`src/rtl/zdos_trap.sv`:
```
// DOS paging trap decoder: turns fclk-synchronous Z80 bus activity into
// single-fclk DOS enter/leave strobes and VG93 / system port access strobes.
module zdos_trap #(
    parameter logic [7:0] TRAP_PAGE = 8'h3D,
    parameter int         FILT      = 2
) (
    input  logic        fclk,
    input  logic        rst_n,
    input  logic        zpos,
    input  logic [15:0] za,
    input  logic        m1_n,
    input  logic        mreq_n,
    input  logic        iorq_n,
    input  logic        rd_n,
    input  logic        wr_n,
    input  logic        dos,
    input  logic        rom48,
    input  logic        trap_en,
    output logic        dos_turn_on,
    output logic        dos_turn_off,
    output logic        vg_rdwr_fclk,
    output logic [1:0]  vg_a,
    output logic        vg_wr,
    output logic        sys_rdwr_fclk
);

    typedef enum logic {
        IDLE,
        FETCH_DONE
    } m1_state_t;

    typedef enum logic {
        IO_IDLE,
        IO_HOLD
    } io_state_t;

    localparam logic [1:0] FILT_LAST = 2'(FILT - 1);

    m1_state_t  m1_state;
    io_state_t  io_state;
    logic [1:0] io_cnt;
    logic [7:0] io_port;

    logic m1_fetch;
    logic m1_intack;
    logic trap_hit;
    logic leave_hit;
    logic port_vg;
    logic port_sys;
    logic io_cond;
    logic same_port;

    always_comb begin
        m1_fetch  = zpos & ~m1_n & ~mreq_n;
        m1_intack = zpos & ~m1_n & ~iorq_n;
        trap_hit  = trap_en & rom48 & ~dos & (za[15:8] == TRAP_PAGE);
        leave_hit = dos & (za[15:14] != 2'b00);
    end

    always_comb begin
        port_vg   = (za[7:0] == 8'h1F) | (za[7:0] == 8'h3F) |
                    (za[7:0] == 8'h5F) | (za[7:0] == 8'h7F);
        port_sys  = (za[7:0] == 8'hFF);
        io_cond   = ~iorq_n & m1_n & (~rd_n | ~wr_n) & dos &
                    (port_vg | port_sys);
        same_port = (io_cnt == 2'd0) | (za[7:0] == io_port);
    end

    // One decision per M1 cycle; FETCH_DONE absorbs the remaining zpos edges.
    always_ff @(posedge fclk or negedge rst_n) begin
        if (!rst_n) begin
            m1_state     <= IDLE;
            dos_turn_on  <= 1'b0;
            dos_turn_off <= 1'b0;
        end else begin
            dos_turn_on  <= 1'b0;
            dos_turn_off <= 1'b0;
            unique case (m1_state)
                IDLE: begin
                    if (m1_fetch) begin
                        m1_state     <= FETCH_DONE;
                        dos_turn_on  <= trap_hit;
                        dos_turn_off <= leave_hit;
                    end else if (m1_intack) begin
                        m1_state <= FETCH_DONE;
                    end
                end
                FETCH_DONE: begin
                    if (m1_n) begin
                        m1_state <= IDLE;
                    end
                end
                default: m1_state <= IDLE;
            endcase
        end
    end

    // Port access must be stable for FILT fclk cycles before it is accepted.
    always_ff @(posedge fclk or negedge rst_n) begin
        if (!rst_n) begin
            io_state      <= IO_IDLE;
            io_cnt        <= 2'd0;
            io_port       <= 8'h00;
            vg_rdwr_fclk  <= 1'b0;
            sys_rdwr_fclk <= 1'b0;
            vg_a          <= 2'b00;
            vg_wr         <= 1'b0;
        end else begin
            vg_rdwr_fclk  <= 1'b0;
            sys_rdwr_fclk <= 1'b0;
            unique case (io_state)
                IO_IDLE: begin
                    if (io_cond && same_port) begin
                        if (io_cnt == FILT_LAST) begin
                            io_state      <= IO_HOLD;
                            io_cnt        <= 2'd0;
                            vg_rdwr_fclk  <= port_vg;
                            sys_rdwr_fclk <= port_sys;
                            vg_a          <= za[6:5];
                            vg_wr         <= ~wr_n;
                        end else begin
                            io_cnt  <= io_cnt + 2'd1;
                            io_port <= za[7:0];
                        end
                    end else begin
                        io_cnt <= 2'd0;
                    end
                end
                IO_HOLD: begin
                    if (iorq_n) begin
                        io_state <= IO_IDLE;
                    end
                end
                default: io_state <= IO_IDLE;
            endcase
        end
    end

endmodule

```
`config.mk`:
```
export PLATFORM = sky130hd
export DESIGN_NAME = zdos_trap
export DESIGN_NICKNAME = d
export VERILOG_FILES = /design/src/rtl/zdos_trap.sv
export SDC_FILE = /design/constraint.sdc
export NUM_CORES = 1
export LEC_CHECK = 0
export BUFFER_PORTS_ARGS = -buffer_cell sky130_fd_sc_hd__buf_2
export CAP_MARGIN = 20
export CORE_UTILIZATION = 47
export CTS_CLUSTER_SIZE = 14
export DETAILED_ROUTE_END_ITERATION = 8
export PLACE_DENSITY = 0.88
export SLEW_MARGIN = 5
export SYNTH_ARGS = -nofsm -noshare
export SYNTH_HDL_FRONTEND = slang
export SYNTH_SLANG_ARGS = --single-unit
```
`constraint.sdc`:
```
create_clock -name fclk -period 2 [get_ports fclk]
set_clock_uncertainty 0.05 [all_clocks]
set_input_delay 0 -clock fclk [delete_from_list [all_inputs] [get_ports fclk]]
set_output_delay 0 -clock fclk [all_outputs]
set_load 0.05 [all_outputs]
```
## After elaboration in Yosys (flattened, before gate mapping)

Cells that the tools add are included.
Widths: inputs -> output; s select.

- Add/sub/neg operators: 1
- Multiply operators: 0
- Divide/modulo/power cells: 0
- Order comparisons: 0
- Equal/unequal tests: 8
- Shift operators: 0
- Muxes and demuxes: 20
- Bitwise gates (word level): 26
- Reduce and logical (&&, ||, !) cells: 5

Operators by type and width:

| cell | number |
|---|---|
| $eq 8x6->1 const B | 2 |
| $eq 8x7->1 const B | 2 |
| $mux 1 | 16 |
| $and 1x1->1 | 11 |
| $not 1->1 | 9 |
| $eq 8x5->1 const B | 1 |
| $eq 8x8->1 | 1 |
| $eq 8x8->1 const B | 1 |
| $or 1x1->1 | 6 |
| $reduce_and 3->1 | 2 |
| $mux 2 | 2 |
| $pmux 1 s2 | 2 |
| $add 2x1->2 const B | 1 |
| $eq 2x1->1 const B | 1 |
| $logic_not 2->1 | 1 |
| $reduce_bool 2->1 | 1 |
| $logic_and 1x1->1 | 1 |

- Bits in registers: 19
- Bits in latches: 0
- Bits in writable memories: 0
- Bits in read-only memories: 0
- Output and inout bits: 7
- Logic and storage cells: 70
- Memories kept: 0

## Depth between registers and ports, before layout

Gate-level depths: netlist of run 1.

- Word-level depth: 9
- Gate-level depth with buffers: 5

## Worst setup path before layout of run 1

Ideal clock, no wire load.

- Kind: reg-to-reg
- Start point: register io_port[7]
- End point: register vg_a[0]
- Data arrival time: 1.663 ns
- Data required time: 1.825 ns
- Setup slack: 0.162 ns
- Stages on the path, launching flop included: 6
- Path buffers: 0
- Path through: dfrtp_1 xor2_1 nor4_2 nand2_2 or3_4 mux2_4

- Word-level cells in the longest chain between the ends: 4

Ends and longest elaborated chain:

| what | line | RTL |
|---|---|---|
| start, declared | 42 | `logic [7:0] io_port;` |
| start signal, assigned | 123 | `io_port <= za[7:0];` |
| $eq 8x8->1 | 66 | `same_port = (io_cnt == 2'd0) \| (za[7:0] == io_port);` |
| $or 1x1->1 | 66 |  |
| $logic_and 1x1->1 | 113 | `if (io_cond && same_port) begin` |
| $reduce_and 3->1 (no source line) | n/a |  |
| end signal, assigned | 119 | `vg_a <= za[6:5];` |
| end, declared | 22 | `output logic [1:0] vg_a,` |

No other way between the ends.
A chain may end at the register's enable or synchronous reset.

## Final worst setup path of run 1

- Start point: register io_port[0]
- End point: register vg_a[1]

The elaborated chain is that of the path after synthesis.

==> results of run 1 <==
[logic make-up after synthesis]
family | count (synthesis)
AOI/OAI and AO/OA | 9
xor gates and xnor gates | 8
buffers and inverters | 2
DFF | 19
muxes | 6
and+or+nand+nor | 33
[state kept, by name (all words and copies together), names as in the netlist]
signal / count
vg_wr: 1
vg_rdwr_fclk: 1
vg_a: 2
dos_turn_off: 1
io_cnt: 2
io_port: 8
m1_state: 1
io_state: 1
dos_turn_on: 1
sys_rdwr_fclk: 1
[worst max-delay path: stages (launching register included)]
cell	delay, ps
dfrtp_1	390
xor2_1	150
nor4_2	410
nand2_2	150
or3_4	400
mux2_4	320
[synth_stat cells, drive strengths merged]
cell,number,area (sq um)
or3,1,11.26
and2,1,6.260
nand2b,6,37.54
nor4,4,37.53
a21oi,2,10.01
xor2,8,70.07
or4b,2,20.02
or4,1,7.510
o21a,1,7.510
a2111o,1,11.26
o21ai,2,10.01
a21o,1,7.510
inv,2,7.510
nand4,2,12.51
nand2,4,17.52
nor3,2,10.01
nand3b,1,7.510
or2b,1,7.510
nand4b,1,8.760
mux2i,1,10.01
nor2,5,18.77
nand3,2,10.01
a211oi,1,7.510
dfrtp,19,475.5
a31oi,1,6.260
mux2,5,63.81
[area by class of cell]
cell class,count,area [sq um]
Fill cell,120,421.7
Clock buffer,4,26.28
Tap cell,25,31.28
Sequential cell,19,475.5
Inverter,2,7.507
Multi-Input combinational cell,56,424.2
Timing Repair Buffer,55,377.9
[routing by layer]
layer / vias to the layer above / wire [um]
met5: - / 0
met4: 0 / 159
met3: 23 / 148
met2: 41 / 1485
met1: 421 / 994
li1: 395 / -
[worst min-delay path by stage]
stage / cells after the start / startpoint / endpoint
after floorplan: 0 / rst_n / dos_turn_off$_DFF_PN0_
after global placement: 1 / rst_n / vg_a[1]$_DFFE_PN0P_
after detailed placement: 1 / rst_n / vg_a[1]$_DFFE_PN0P_
after CTS: 3 / zpos / dos_turn_on$_DFF_PN0_
after global routing: 3 / zpos / dos_turn_on$_DFF_PN0_
final: 3 / zpos / dos_turn_on$_DFF_PN0_
[power by group through the flow]
stage	clock, mW	sequential, mW	combinational (mW)
2_1_floorplan	0	0.412	0.0353
3_3_place_gp	0	0.411	0.0804
3_5_place_dp	0	0.412	0.0847
4_1_cts	0.189	0.404	0.113
5_1_grt	0.206	0.406	0.128
6_report	0.184	0.404	0.119
[repair_timing]
item | 4_1_cts | 5_1_grt
pin swaps | 1 | 3
hold buffers | 19 | 0
resized for setup | 0 | 2
endpoints found under the setup margin | 2 | 5
endpoints found under the hold margin | 30 | 0
buffers inserted | 1 | 2
[through the flow]
stage	cell area, sq um	hold WS [ps]	setup slack, ps	util
2_1_floorplan	899.6	-345.6	161.6	-
3_5_place_dp	1096	-92.42	35.22	0.6213
4_1_cts	1320	42.84	4.479	0.7482
5_1_grt	1343	45.98	-55.43	0.7610
6_report	1343	57.74	24.99	0.7610
3_3_place_gp	1096	-103.3	127.1	0.6213
==> run metrics, run 1 <==
met2 global-route usage 0.5143; FF+latch count, synth 19; Avg Vias per Cell 5.466; Post-Synth Simple-Gate Area 0.2364; Sw Ratio 0.2388; net load switching power 168.7 uW; drt total wl 2.787 mm; via count 880; share of layout cells above drive strength 1 0.3750; clk sinks 19; Placed Cells 135; commonest non-fill, non-tap cell in the layout buf_2; clk root buf clkbuf_4; combinational share of power 0.168; Worst Reg2Reg Path Length in Cells 5; Clk pwr share 0.260; area grow syn2layout 49.24%; Worst-path clk slew 90 ps; Yosys Warn Count 0; port bufs 33; most frequent cells in the layout buf_2, dfrtp_1, dlygate4sd3_1; worst vdd ir 544.3 uV; Final #Nets 164; met3 usage 0.09127; final setup fails 0; Internal 537.7 uW; TritonRoute pass-1 iters 4; Post-Syn Area 899.6 sq um; final count of hold timing violations 0; post-route clock period utilization 0.9875; compound-cell area share of the yosys netlist 0.06676; first-pass GRT wire length 4.050 mm; Pleak 0.6809 nW; routability cong. 0.7732; dpl hpwl 1.564 mm; routed len/inst 17.31 um; Crit. End Element flop; kind of start point of the critical path flop; type of the worst min-delay path in2reg; Tot GR Track Use 0.2913; Max H-tree Level 1; Die ar. 2093 sq um; Seq pwr share 0.572; CP Class reg2reg; Tightest Pin Transition 405.5 ps; initial drt markers 15; xor/xnor share of the synthesized area 0.07789; Max Cap Violations 0; mux contribution to synthesized area 0.08206; worst-path fanout max 5; ANT cells 0; Final Power 706.3 uW; Worst R2R Setup Slack 20 ps; Fmax 506.3 MHz; Starting Density 0.5099; Critical Path Sink vg_a[1]$_DFFE_PN0P_; Slew HR 0.7297; initial antenna violation count 0; Num CTS Buffers 3; GR peak layer met2; post-synth cell types 29; core area 1764 sq um; Routed Antenna Nets 0; post-synthesis adder-cell area fraction 0; CTS tree done; Clock Latency Late Sink 290 ps; RSZ-0062 raised after global routing yes; non-filler cells, final 161; io pins 34; syn_area_per_cell 11.68 sq um; Cells after Synth 77; post-layout min period 1975 ps; WP data required 2130 ps; CTS Buffer Depth 2; FF-to-FF Start io_port[0]$_DFFE_PN0P_; r2r endpoint vg_a[1]$_DFFE_PN0P_; met1 Use GR 0.3171; crit path launch io_port[0]$_DFFE_PN0P_; largest net degree at the start of global routing 20; crit path DAT 2110 ps; Die W 45.75 um; Pwr Density 526.1 nW/um^2; syn_nets 104; Pins Over Slew Limit 0; # rows 15; vias in the first global route 848; Die Height 45.75 um; largest family of logic cells by synthesized area simple AND/OR/NAND/NOR gates; DRC violations left 0; post-synthesis sequential area ratio 0.5285; status complete, no violations; Fin Setup TNS 0 ps; grt ovf 0
Power figures use the tool's default switching activity.
==> run 2: changes to the inputs <==
==> config.mk (replaced) <==
export PLATFORM = sky130hd
export DESIGN_NAME = zdos_trap
export DESIGN_NICKNAME = d
export VERILOG_FILES = /design/src/rtl/zdos_trap.sv
export SDC_FILE = /design/constraint.sdc
export NUM_CORES = 1
export LEC_CHECK = 0
export CAP_MARGIN = 20
export CORE_UTILIZATION = 57
export CTS_CLUSTER_SIZE = 14
export DETAILED_ROUTE_END_ITERATION = 8
export DONT_BUFFER_PORTS = 1
export PLACE_DENSITY = 0.83
export SLEW_MARGIN = 5
export SYNTH_ARGS = -nofsm -noshare
export SYNTH_HDL_FRONTEND = slang
export SYNTH_SLANG_ARGS = --single-unit
==> run 2 against run 1 <==
Against the previous run: routed wire length down 24%; register-to-register slack better by 60 ps; highest routed layer unchanged; via count shrank 16%; die area is 17% lower; sequential power is essentially flat; worst hold slack worse by 51 ps; clock-buffer cell count unchanged; power down 4.7%.
==> run metrics, run 2 (synthesis gave the netlist of run 1 again) <==
max reg flops 8; Placed Cells 92; non-filler cells, final 118; core area 1383 sq um; share of layout cells above drive strength 1 0.1553; Die ar. 1741 sq um; initial antenna violation count 0; worst-path fanout max 5; Die W 41.73 um; Clock Latency Late Sink 280 ps; TritonRoute pass-1 iters 4; crit-path cells xor2_1, nor4_2, nand2_2, or3_4, mux2_4; Fin Setup TNS 0 ps; most frequent cells in the layout dlygate4sd3_1, dfrtp_1, xor2_1; Tot GR Track Use 0.2574; routability cong. 0.7358; worst vdd ir 439.6 uV; Routed Antenna Nets 0; Slew HR 0.4516; WP depth 5; Multi-input gate area 416.7 sq um; Num CTS Buffers 3; Starting Density 0.6507; port bufs 0; CP peak stage delay 400 ps; CP Class reg2reg; first-pass GRT wire length 3.353 mm; CTS Buffer Depth 2; biggest regs io_port x8, io_cnt x2, vg_a x2; worst hold stages 3; Crit path buffers/inverters 0; DRC violations left 0; initial drt markers 17; crit path DAT 2040 ps; grt ovf 0; Pleak 0.5419 nW; Fmax 523.3 MHz; ANT cells 0; most flop-heavy register io_port; post-layout min period 1911 ps; RSZ-0062 raised after global routing no; CP top delay family simple AND/OR/NAND/NOR gates; final setup fails 0; routed len/inst 17.99 um; Avg Vias per Cell 6.263; type of the worst min-delay path in2reg; Crit. End Element flop; status complete, no violations; post-route clock period utilization 0.9555; io pins 34; final count of hold timing violations 0; Worst Reg2Reg Path Length in Cells 5; Place WS 67.75 ps; FF/Latch Area 475.5 sq um; Worst R2R Setup Slack 90 ps; via count 739; final worst setup slack 88.91 ps; clk sinks 19; kind of start point of the critical path flop; Max Cap Violations 0; Worst-path clk slew 100 ps; post-CTS sizing 0; Die Height 41.73 um; area grow syn2layout 28.93%; fillers 73; Pins Over Slew Limit 0; drt total wl 2.123 mm; final core occ 0.8389; CTS tree done; vias in the first global route 720; commonest non-fill, non-tap cell in the layout dlygate4sd3_1; Tightest Pin Transition 819.9 ps; WP data required 2130 ps; Pwr Density 580.6 nW/um^2; Final #Nets 131; Max H-tree Level 1; # rows 13; largest net degree at the start of global routing 20; clk root buf clkbuf_4; Crit-path slowest cell dfrtp_1
-- run 2: power breakdown --
part	switching, mW	internal [mW]	total, mW	leakage (nW)
clock network	0.108	0.0774	0.185	0.0150
registers	0.0103	0.397	0.407	0.257
logic	0.0350	0.0460	0.0811	0.270
-- run 2: cell type report --
| cell class | instances | area share |
|---|---|---|
| clock buffers | 4 | 0.02265 |
| well taps | 15 | 0.01618 |
| multi-input cells | 56 | 0.3592 |
| inverters | 2 | 0.006473 |
| flip-flops and latches | 19 | 0.4099 |
| repair buffers | 22 | 0.1855 |
-- run 2: final timing paths --
| kind | to | start |
|---|---|---|
| min | io_port[3]$_DFFE_PN0P_ | za[7] |
| min in group asynchronous | vg_rdwr_fclk$_DFF_PN0_ | rst_n |
| max | vg_a[1]$_DFFE_PN0P_ | io_port[0]$_DFFE_PN0P_ |
| min reg2reg | io_port[2]$_DFFE_PN0P_ | io_port[2]$_DFFE_PN0P_ |
| max in group asynchronous | m1_state$_DFF_PN0_ | rst_n |
| max reg2reg | vg_a[1]$_DFFE_PN0P_ | io_port[0]$_DFFE_PN0P_ |
-- run 2: timing repair --
action	4_1_cts	5_1_grt
hold buffers	20	0
endpoints found under the setup margin	0	2
setup buffers	0	2
endpoints found under the hold margin	31	0
-- run 2: worst min-delay path, delay by kind of cell --
kind,cells,cell delay (ps)
compound gates,1,50
simple gates,2,250
-- run 2: metrics by stage --
| stage | hold slack, ps | power [mW] | cell area [sq um] |
|---|---|---|---|
| after floorplan | -345.6 | 0.4468 | 899.6 |
| after global placement | -345.2 | 0.4521 | 918.4 |
| after detailed placement | -345.2 | 0.4532 | 918.4 |
| after CTS | 3.015 | 0.6718 | 1145 |
| after global routing | 36.65 | 0.6972 | 1160 |
| final | 6.772 | 0.6734 | 1160 |
-- run 2: layer usage --
layer  share of wire  vias to the layer above  global-route usage
li1                -                      326                   -
met1            0.37                      365              0.3088
met2            0.55                       40              0.4813
met3           0.053                        8             0.03478
met4           0.021                        0             0.05806
met5               0                        -                   0
